## config.mk

```make
export PLATFORM = sky130hd
export DESIGN_NAME = airlock_dock_controller_flat
export DESIGN_NICKNAME = d
export VERILOG_FILES = /design/src/rtl/airlock_dock_controller_if.sv /design/src/rtl/airlock_dock_controller.sv /design/src/flat_wrapper.sv
export SDC_FILE = /design/constraint.sdc
export NUM_CORES = 1
export LEC_CHECK = 0
export CAP_MARGIN = 0
export CORE_ASPECT_RATIO = 1.1
export CORE_MARGIN = 1.5
export CORE_UTILIZATION = 40
export DETAILED_ROUTE_END_ITERATION = 8
export PLACE_DENSITY_LB_ADDON = 0.15
export SLEW_MARGIN = 20
export SYNTH_ARGS = -nofsm -noshare
export SYNTH_HDL_FRONTEND = slang
export SYNTH_SLANG_ARGS = --single-unit
```

## constraint.sdc

```tcl
create_clock -name clock -period 2.5 [get_ports clock]
set_input_delay 0.5 -clock clock [delete_from_list [all_inputs] [get_ports clock]]
set_output_delay 0.5 -clock clock [all_outputs]
set_load 0.1 [all_outputs]
```

## src/rtl/airlock_dock_controller_if.sv

```systemverilog
// Dock request / status bundle between the request logic and the airlock controller.
interface airlock_dock_controller_if #(
    parameter int unsigned CNT_W = 3
) ();
    logic             arriving;
    logic             departing;
    logic [CNT_W-1:0] shipCount;
    logic             full;
    logic             empty;
    logic             outerDoor;
    logic             innerDoor;
    logic             busy;
    logic             reject;

    // Request side: raises arriving/departing, watches the status.
    modport master (
        output arriving,
        output departing,
        input  shipCount,
        input  full,
        input  empty,
        input  outerDoor,
        input  innerDoor,
        input  busy,
        input  reject
    );

    // Controller side.
    modport slave (
        input  arriving,
        input  departing,
        output shipCount,
        output full,
        output empty,
        output outerDoor,
        output innerDoor,
        output busy,
        output reject
    );
endinterface

```

## src/rtl/airlock_dock_controller.sv

```systemverilog
// Multi-ship docking interlock: sequences a two-door airlock through timed
// pressure phases, tracks the docked ship count and flags refused requests.
module airlock_dock_controller #(
    parameter int unsigned CAPACITY     = 4,
    parameter int unsigned CNT_W        = 3,
    parameter int unsigned PRESS_CYCLES = 8,
    parameter int unsigned DOOR_CYCLES  = 5
) (
    input logic                       clock,
    input logic                       reset,
    airlock_dock_controller_if.slave  dock
);
    localparam int unsigned MAX_CYC = (PRESS_CYCLES > DOOR_CYCLES) ? PRESS_CYCLES : DOOR_CYCLES;
    localparam int unsigned TW      = $clog2(MAX_CYC + 1);

    localparam logic [TW-1:0]    PRESS_LOAD = TW'(PRESS_CYCLES - 1);
    localparam logic [TW-1:0]    DOOR_LOAD  = TW'(DOOR_CYCLES - 1);
    localparam logic [CNT_W-1:0] CAP_VAL    = CNT_W'(CAPACITY);

    localparam logic [2:0] IDLE       = 3'd0;
    localparam logic [2:0] DEPRESS    = 3'd1;
    localparam logic [2:0] OUTER_OPEN = 3'd2;
    localparam logic [2:0] REPRESS    = 3'd3;
    localparam logic [2:0] INNER_OPEN = 3'd4;

    // dir_q: 0 = arrival in progress, 1 = departure in progress
    logic [2:0]       state_q, state_d;
    logic [TW-1:0]    timer_q, timer_d;
    logic             dir_q, dir_d;
    logic [CNT_W-1:0] count_q, count_d;
    logic             reject_q, reject_d;

    logic full_w, empty_w, any_req, phase_done;

    assign full_w     = (count_q == CAP_VAL);
    assign empty_w    = (count_q == '0);
    assign any_req    = dock.arriving | dock.departing;
    assign phase_done = (timer_q == '0);

    // Next-state: request acceptance in IDLE, timed phase stepping otherwise.
    always_comb begin
        state_d  = state_q;
        timer_d  = timer_q;
        dir_d    = dir_q;
        count_d  = count_q;
        reject_d = 1'b0;
        unique case (state_q)
            IDLE: begin
                if (dock.departing && !empty_w) begin
                    // departure wins; a simultaneous arrival is refused
                    state_d  = INNER_OPEN;
                    timer_d  = DOOR_LOAD;
                    dir_d    = 1'b1;
                    reject_d = dock.arriving;
                end else if (dock.arriving && !full_w) begin
                    state_d = DEPRESS;
                    timer_d = PRESS_LOAD;
                    dir_d   = 1'b0;
                end else begin
                    reject_d = any_req;
                end
            end
            DEPRESS: begin
                reject_d = any_req;
                if (phase_done) begin
                    state_d = OUTER_OPEN;
                    timer_d = DOOR_LOAD;
                end else begin
                    timer_d = timer_q - 1'b1;
                end
            end
            OUTER_OPEN: begin
                reject_d = any_req;
                if (phase_done) begin
                    state_d = REPRESS;
                    timer_d = PRESS_LOAD;
                    // departing ship has left through the outer door
                    if (dir_q) begin
                        count_d = count_q - 1'b1;
                    end
                end else begin
                    timer_d = timer_q - 1'b1;
                end
            end
            REPRESS: begin
                reject_d = any_req;
                if (phase_done) begin
                    if (dir_q) begin
                        state_d = IDLE;
                        timer_d = '0;
                    end else begin
                        state_d = INNER_OPEN;
                        timer_d = DOOR_LOAD;
                    end
                end else begin
                    timer_d = timer_q - 1'b1;
                end
            end
            INNER_OPEN: begin
                reject_d = any_req;
                if (phase_done) begin
                    if (dir_q) begin
                        state_d = DEPRESS;
                        timer_d = PRESS_LOAD;
                    end else begin
                        // arriving ship is now inside the station
                        state_d = IDLE;
                        timer_d = '0;
                        count_d = count_q + 1'b1;
                    end
                end else begin
                    timer_d = timer_q - 1'b1;
                end
            end
            default: begin
                state_d = IDLE;
                timer_d = '0;
            end
        endcase
    end

    // State registers with synchronous reset; reset discards any transfer in flight.
    always_ff @(posedge clock) begin
        if (reset) begin
            state_q  <= IDLE;
            timer_q  <= '0;
            dir_q    <= 1'b0;
            count_q  <= '0;
            reject_q <= 1'b0;
        end else begin
            state_q  <= state_d;
            timer_q  <= timer_d;
            dir_q    <= dir_d;
            count_q  <= count_d;
            reject_q <= reject_d;
        end
    end

    // Outputs decoded from registered state only.
    assign dock.shipCount = count_q;
    assign dock.full      = full_w;
    assign dock.empty     = empty_w;
    assign dock.outerDoor = (state_q == OUTER_OPEN);
    assign dock.innerDoor = (state_q == INNER_OPEN);
    assign dock.busy      = (state_q != IDLE);
    assign dock.reject    = reject_q;
endmodule

```

## src/flat_wrapper.sv

```systemverilog
// flat-port wrapper written by rule: the top's interface ports become plain ports
module airlock_dock_controller_flat 
#(
    parameter int unsigned CAPACITY     = 4,
    parameter int unsigned CNT_W        = 3,
    parameter int unsigned PRESS_CYCLES = 8,
    parameter int unsigned DOOR_CYCLES  = 5
)
  (clock, reset, dock_arriving, dock_departing, dock_shipCount, dock_full, dock_empty, dock_outerDoor, dock_innerDoor, dock_busy, dock_reject);
  airlock_dock_controller_if #(.CNT_W(CNT_W)) dock_i ();
  input logic clock;
  input logic reset;
  input wire logic [$bits(dock_i.arriving)-1:0] dock_arriving;
  input wire logic [$bits(dock_i.departing)-1:0] dock_departing;
  output wire logic [$bits(dock_i.shipCount)-1:0] dock_shipCount;
  output wire logic [$bits(dock_i.full)-1:0] dock_full;
  output wire logic [$bits(dock_i.empty)-1:0] dock_empty;
  output wire logic [$bits(dock_i.outerDoor)-1:0] dock_outerDoor;
  output wire logic [$bits(dock_i.innerDoor)-1:0] dock_innerDoor;
  output wire logic [$bits(dock_i.busy)-1:0] dock_busy;
  output wire logic [$bits(dock_i.reject)-1:0] dock_reject;
  assign dock_i.arriving = dock_arriving;
  assign dock_i.departing = dock_departing;
  assign dock_shipCount = dock_i.shipCount;
  assign dock_full = dock_i.full;
  assign dock_empty = dock_i.empty;
  assign dock_outerDoor = dock_i.outerDoor;
  assign dock_innerDoor = dock_i.innerDoor;
  assign dock_busy = dock_i.busy;
  assign dock_reject = dock_i.reject;
  airlock_dock_controller #(.CAPACITY(CAPACITY), .CNT_W(CNT_W), .PRESS_CYCLES(PRESS_CYCLES), .DOOR_CYCLES(DOOR_CYCLES)) u_core (.clock(clock), .reset(reset), .dock(dock_i));
endmodule
```

==> results of run 1 <==
routing by layer:
layer / track usage / part of all wire
met5: 0 / 0
met2: 0.273 / 0.45
met4: 0.0972 / 0.023
met3: 0.0495 / 0.068
met1: 0.241 / 0.46
area by class of cell:
cell class | instances | share of cell area
inverters | 9 | 0.0325
repair buffers | 15 | 0.152
well taps | 28 | 0.0337
clock buffers | 4 | 0.0349
multi-input cells | 78 | 0.515
flip-flops and latches | 12 | 0.232
flip-flops by register name, indices dropped and copies added (netlist names):
register and flops:
u_core.timer_q 4, u_core.state_q 3, u_core.dock.reject 1, u_core.dir_q 1, u_core.dock.shipCount 3
power by group through the flow:
stage / clock, W / combinational (W) / sequential, W
final: 0.000161 / 0.000776 / 0.000290
after global routing: 0.000174 / 0.000839 / 0.000301
after CTS: 0.000163 / 0.000777 / 0.000290
after detailed placement: 0 / 0.000774 / 0.000295
after global placement: 0 / 0.000766 / 0.000295
after floorplan: 0 / 0.000557 / 0.000319
synthesized netlist by cell type:
cell type  number  area [um^2]
clkbuf_8        1         13.8
mux2i_1         2         20.0
nor4_1          1         6.26
o31ai_1         4         30.0
nand3b_1        3         22.5
inv_1           9         33.8
a31oi_1         3         18.8
ha_1            2         25.0
fa_1            1         20.0
a221oi_1        1         8.76
clkbuf_1        3         11.3
xnor2_1         1         8.76
dfxtp_1        12          240
a211oi_2        1         12.5
or2_2           1         6.26
buf_4           1         7.51
buf_2           1         5.00
a32oi_1         2         17.5
nor3_1          6         30.0
nor2_1          8         30.0
o21ai_0         5         25.0
or4b_2          1         10.0
or3_2           1         7.51
a2111oi_0       1         8.76
and2_2          1         7.51
a21oi_1         7         35.0
or3b_2          1         8.76
xor2_1          2         17.5
a21o_1          1         7.51
nor3b_1         1         7.51
nand2b_1        1         6.26
o211ai_1        1         7.51
o31a_1          1         8.76
or3_1           2         12.5
a211o_1         1         8.76
o21a_1          2         15.0
a32o_1          1         10.0
a211oi_1        4         30.0
or3b_1          2         17.5
nand2_1         6         22.5
tightest hold or removal path: stages (launching register included):
cell      delay (ps)
dfxtp_1          340
o21ai_0           80
a211oi_1          60
logic make-up (layout without fill, tap and decap cells):
family,after synthesis,in the layout,synth area share
compound gates,35,35,0.290
simple gates,35,35,0.232
buf+inv,15,28,0.0847
flops,12,12,0.285
fa+ha+maj,3,3,0.0535
xor+xnor,3,3,0.0312
mux,2,2,0.0238
final timing paths:
kind / startpoint / to / slack (ps) / depth (start not counted)
worst max-delay path: u_core.state_q[2] / dock_busy / 390 / 3
worst min-delay path: u_core.timer_q[3] / u_core.timer_q[3] / 520 / 2
worst max register to register: u_core.timer_q[0] / u_core.dock.shipCount[2] / 430 / 6
worst min register to register: u_core.timer_q[3] / u_core.timer_q[3] / 520 / 2
per-stage QoR:
| stage | TNS (ps) | instances | util | worst slack, ps | cell area (um^2) |
|---|---|---|---|---|---|
| 6_report | 0 | 146 | 0.520 | 394 | 1040 |
| 5_1_grt | 0 | 146 | 0.520 | 326 | 1040 |
| 4_1_cts | 0 | 146 | 0.520 | 430 | 1040 |
| 3_5_place_dp | 0 | 142 | 0.502 | 448 | 1000 |
| 3_3_place_gp | 0 | 142 | 0.502 | 447 | 1000 |
| 2_1_floorplan | -56.9 | 105 | - | -56.9 | 848 |
==> impl_metrics.py, run 1 <==
metrics = {
    "detailed_routing": {
        "wl_per_cell_um": 13.2,
        "drtPass1Iterations": 5,
        "routed_wl_um": 1920,
        "ant_nets": 0,
        "drt_iter0_drc": 26,
        "via_per_inst": 5.59,
        "vias": 816,
        "drc": 0,
    },
    "floorplan": {
        "coreArea_um2": 2000,
        "dieArea_um2": 2390,
        "die_h_um": 51.1,
        "ios": 13,
        "std_cell_rows": 17,
        "die_width_um": 46.7,
        "initial_core_util": 0.421,
    },
    "layout": {
        "fillers": 202,
        "final_cell_mix": "11 x dfxtp_1, 9 x inv_1, 9 x buf_4",
        "seqCellArea_um2": 241,
        "drive_above_1_share": 0.203,
        "layout_commonest_cell": "dfxtp_1",
        "nets": 126,
        "antenna_cells": 0,
        "multi_input_area_um2": 536,
        "area_delta_synth_final_pct": 23.5,
    },
    "timing": {
        "holdWs_ps": 521,
        "max_freq_mhz": 475,
        "fin_crit_sh": 0.842,
        "fin_crit_ps": 2110,
        "rsz0062_at_grt": "no",
        "setup_violations": 0,
        "relSlewSlack": 0.651,
        "slew_violations": 0,
        "hold_violations": 0,
        "skew_ps": 11.3,
        "worstMarginPinSlew_ps": 523,
    },
    "clocking": {
        "clock_latency_ps": 280,
        "h-tree-depth": 1,
        "cts_hold_buf": 0,
        "cts_made_buffers": 3,
        "cts_sinks": 12,
        "postCtsSetupRepairBufs": 0,
        "cts_tree": "yes",
        "cts_buffer_depth": 2,
        "post_cts_resized": 0,
        "clkTransAtPathRegs_ps": 70,
        "clockRootBuffer": "clkbuf_4",
    },
    "critical_path": {
        "worst_setup_path_end_kind": "output port",
        "worstPathRequired_ps": 2000,
        "path_cells": "nor3_1, inv_1, buf_12",
        "crit_buf_inv": 2,
        "start_kind": "register",
        "cp_max_fo": 18,
        "slowest_stage": "dfxtp_1",
        "cpPeakStageDelay_ps": 470,
        "cp.arrival_ps": 1610,
        "cp_top_family": "flip-flops",
        "criticalPathCategory": "reg2out",
    },
    "power_and_ir_drop": {
        "pwr-share-clk": 0.131,
        "power_leakage_nw": 0.417,
        "power_w": 0.00123,
        "p_comb_frac": 0.632,
        "peakVddDrop_mv": 1.08,
        "power.density_nw_per_um2": 1180,
        "p_seq_frac": 0.237,
        "p_sw_frac": 0.503,
        "p_int_w": 0.000610,
        "switchingPower_w": 0.000618,
    },
    "synth": {
        "ys_seq_area_frac": 0.285,
        "synthDistinctLibCells": 40,
        "synth_cells": 105,
        "netlist_area_um2": 842,
        "syn_nets": 112,
        "syn_avg_cell_area_um2": 8.02,
        "yosys_warnings": 0,
        "ys_seq_elements": 12,
    },
    "global_route": {
        "grt_pass1_wl_um": 3170,
        "grt_pass1_vias": 732,
        "track_usage": 0.185,
        "grt_start_max_net_pins": 19,
        "antenna_found_initial": 0,
        "gr-total-overflow": 0,
    },
    "placement": {
        "place.gp.congestion": 0.783,
        "dp_hpwl_um": 1430,
        "io_buffers": 12,
    },
    "status": {
        "status": "completed",
    },
    "worst_hold_path": {
        "hp-class": "reg2reg",
    },
    "run": {
        "drv_cap": 0,
    },
}
No activity file was read; power rests on OpenSTA's default activity.
==> inputs of run 2 (changes only) <==
==> constraint.sdc (replaced) <==
create_clock -name clock -period 2.15 [get_ports clock]
set_input_delay 0.43 -clock clock [delete_from_list [all_inputs] [get_ports clock]]
set_output_delay 0.43 -clock clock [all_outputs]
set_load 0.1 [all_outputs]
==> run 2 against run 1 <==
Sequential power rose by 18%; die area is the same; clock power decreased by 14%; highest routed layer unchanged; critical path type unchanged; hold slack better by 16 ps; utilization is 2.6 points higher.
==> impl_metrics.py, run 2 (synthesis gave the netlist of run 1 again) <==
metrics = {
    "floorplan": {
        "std_cell_rows": 17,
        "ios": 13,
        "coreArea_um2": 2000,
        "die_width_um": 46.7,
        "initial_core_util": 0.421,
        "die_h_um": 51.1,
        "dieArea_um2": 2390,
    },
    "clocking": {
        "cts_made_buffers": 3,
        "cts_buffer_depth": 2,
        "postCtsSetupRepairBufs": 0,
        "post_cts_resized": 0,
        "clkTransAtPathRegs_ps": 70,
        "cts_hold_buf": 0,
        "clockRootBuffer": "clkbuf_4",
        "cts_tree": "yes",
        "cts_sinks": 12,
        "h-tree-depth": 1,
        "clock_latency_ps": 280,
    },
    "global_route": {
        "grt_pass1_vias": 766,
        "track_usage": 0.195,
        "gr-total-overflow": 0,
        "grt_pass1_wl_um": 3390,
        "grt_start_max_net_pins": 15,
        "antenna_found_initial": 0,
    },
    "placement": {
        "dp_hpwl_um": 1550,
        "io_buffers": 12,
        "placed_cells": 147,
        "place.gp.congestion": 0.839,
    },
    "timing": {
        "relSlewSlack": 0.688,
        "holdWs_ps": 537,
        "fin_crit_sh": 0.903,
        "setup_violations": 0,
        "setup_tns_ps": 0,
        "worstMarginPinSlew_ps": 466,
        "rsz0062_at_grt": "no",
        "slew_violations": 0,
        "hold_violations": 0,
        "max_freq_mhz": 515,
        "fin_crit_ps": 1940,
        "skew_ps": 3.81,
    },
    "power_and_ir_drop": {
        "p_seq_frac": 0.231,
        "peakVddDrop_mv": 1.07,
        "power_leakage_nw": 0.430,
        "pwr-share-clk": 0.094,
        "p_comb_frac": 0.675,
        "power.density_nw_per_um2": 1360,
        "switchingPower_w": 0.000748,
        "p_sw_frac": 0.504,
        "p_int_w": 0.000737,
    },
    "detailed_routing": {
        "vias": 841,
        "drc": 0,
        "routed_wl_um": 2050,
        "wl_per_cell_um": 13.7,
        "ant_nets": 0,
        "drt_iter0_drc": 33,
        "drtPass1Iterations": 4,
        "via_per_inst": 5.61,
    },
    "critical_path": {
        "cp.arrival_ps": 1510,
        "criticalPathCategory": "reg2out",
        "worst_setup_path_end_kind": "output port",
        "crit_buf_inv": 2,
        "cp_max_fo": 7,
        "path_cells": "or3b_2, clkinvlp_4, buf_12",
        "worstPathRequired_ps": 1720,
        "cp_top_family": "simple AND/OR/NAND/NOR gates",
        "cpPeakStageDelay_ps": 540,
        "start_kind": "register",
        "slowest_stage": "or3b_2",
    },
    "status": {
        "status": "completed",
    },
    "worst_hold_path": {
        "hp-class": "reg2reg",
    },
    "layout": {
        "area_delta_synth_final_pct": 29.6,
        "fin_cells": 150,
        "nets": 131,
        "layout_commonest_cell": "buf_4",
        "drive_above_1_share": 0.262,
        "fin_util": 0.546,
        "antenna_cells": 0,
        "fillers": 210,
        "largest_register": "u_core.timer_q",
        "final_cell_mix": "13 x buf_4, 9 x dfxtp_1, 8 x inv_1",
        "largest_reg_flops": 4,
    },
    "run": {
        "drv_cap": 0,
    },
}
[run 2: path summary, 6_finish.rpt]
path | from | endpoint | slack [ps] | cells after the start
hold reg to reg | u_core.timer_q[3] | u_core.timer_q[3] | 540 | 2
setup reg to reg | u_core.state_q[2] | u_core.dock.shipCount[2] | 230 | 5
setup / recovery | u_core.dock.shipCount[2] | dock_full | 210 | 3
hold / removal | u_core.timer_q[3] | u_core.timer_q[3] | 540 | 2
[run 2: cell type report]
type | instances | area, um^2 | area share
well taps | 28 | 35.0 | 0.0321
flip-flops and latches | 12 | 244 | 0.224
repair buffers | 20 | 208 | 0.190
multi-input cells | 78 | 544 | 0.499
inverters | 9 | 37.5 | 0.0344
clock buffers | 3 | 22.5 | 0.0206
[run 2: worst reg2reg max path, cell delays in order, from the launching register on]
cell and delay [ps]:
dfxtp_1 580, nand2_1 180, fa_1 460, xor2_1 180
or3_1 310, a21oi_1 140
[run 2: stage by stage]
stage,setup WS (ps),cell area (um^2),total power [W]
final,208,1090,0.00148
after global routing,62.3,1090,0.00159
after CTS,197,1090,0.00148
after detailed placement,178,1070,0.00134
after global placement,219,1070,0.00133
after floorplan,95.5,863,0.00103
[run 2: per-layer routing]
layer	GRT usage	vias up	wire (um)	share of wire
met3	0.0212	4	100	0.049
met4	0.0694	0	25	0.012
met2	0.319	28	994	0.49
li1	-	421	-	-
met5	0	-	0	0
met1	0.259	388	929	0.45
[run 2: power by group through the flow]
stage          Sequential [W]  Clock, W  Combinational (W)
6_report             0.000343  0.000139            0.00100
5_1_grt              0.000352  0.000154            0.00108
3_3_place_gp         0.000343         0           0.000987
2_1_floorplan        0.000373         0           0.000653
4_1_cts              0.000341  0.000146           0.000997
3_5_place_dp         0.000346         0           0.000993
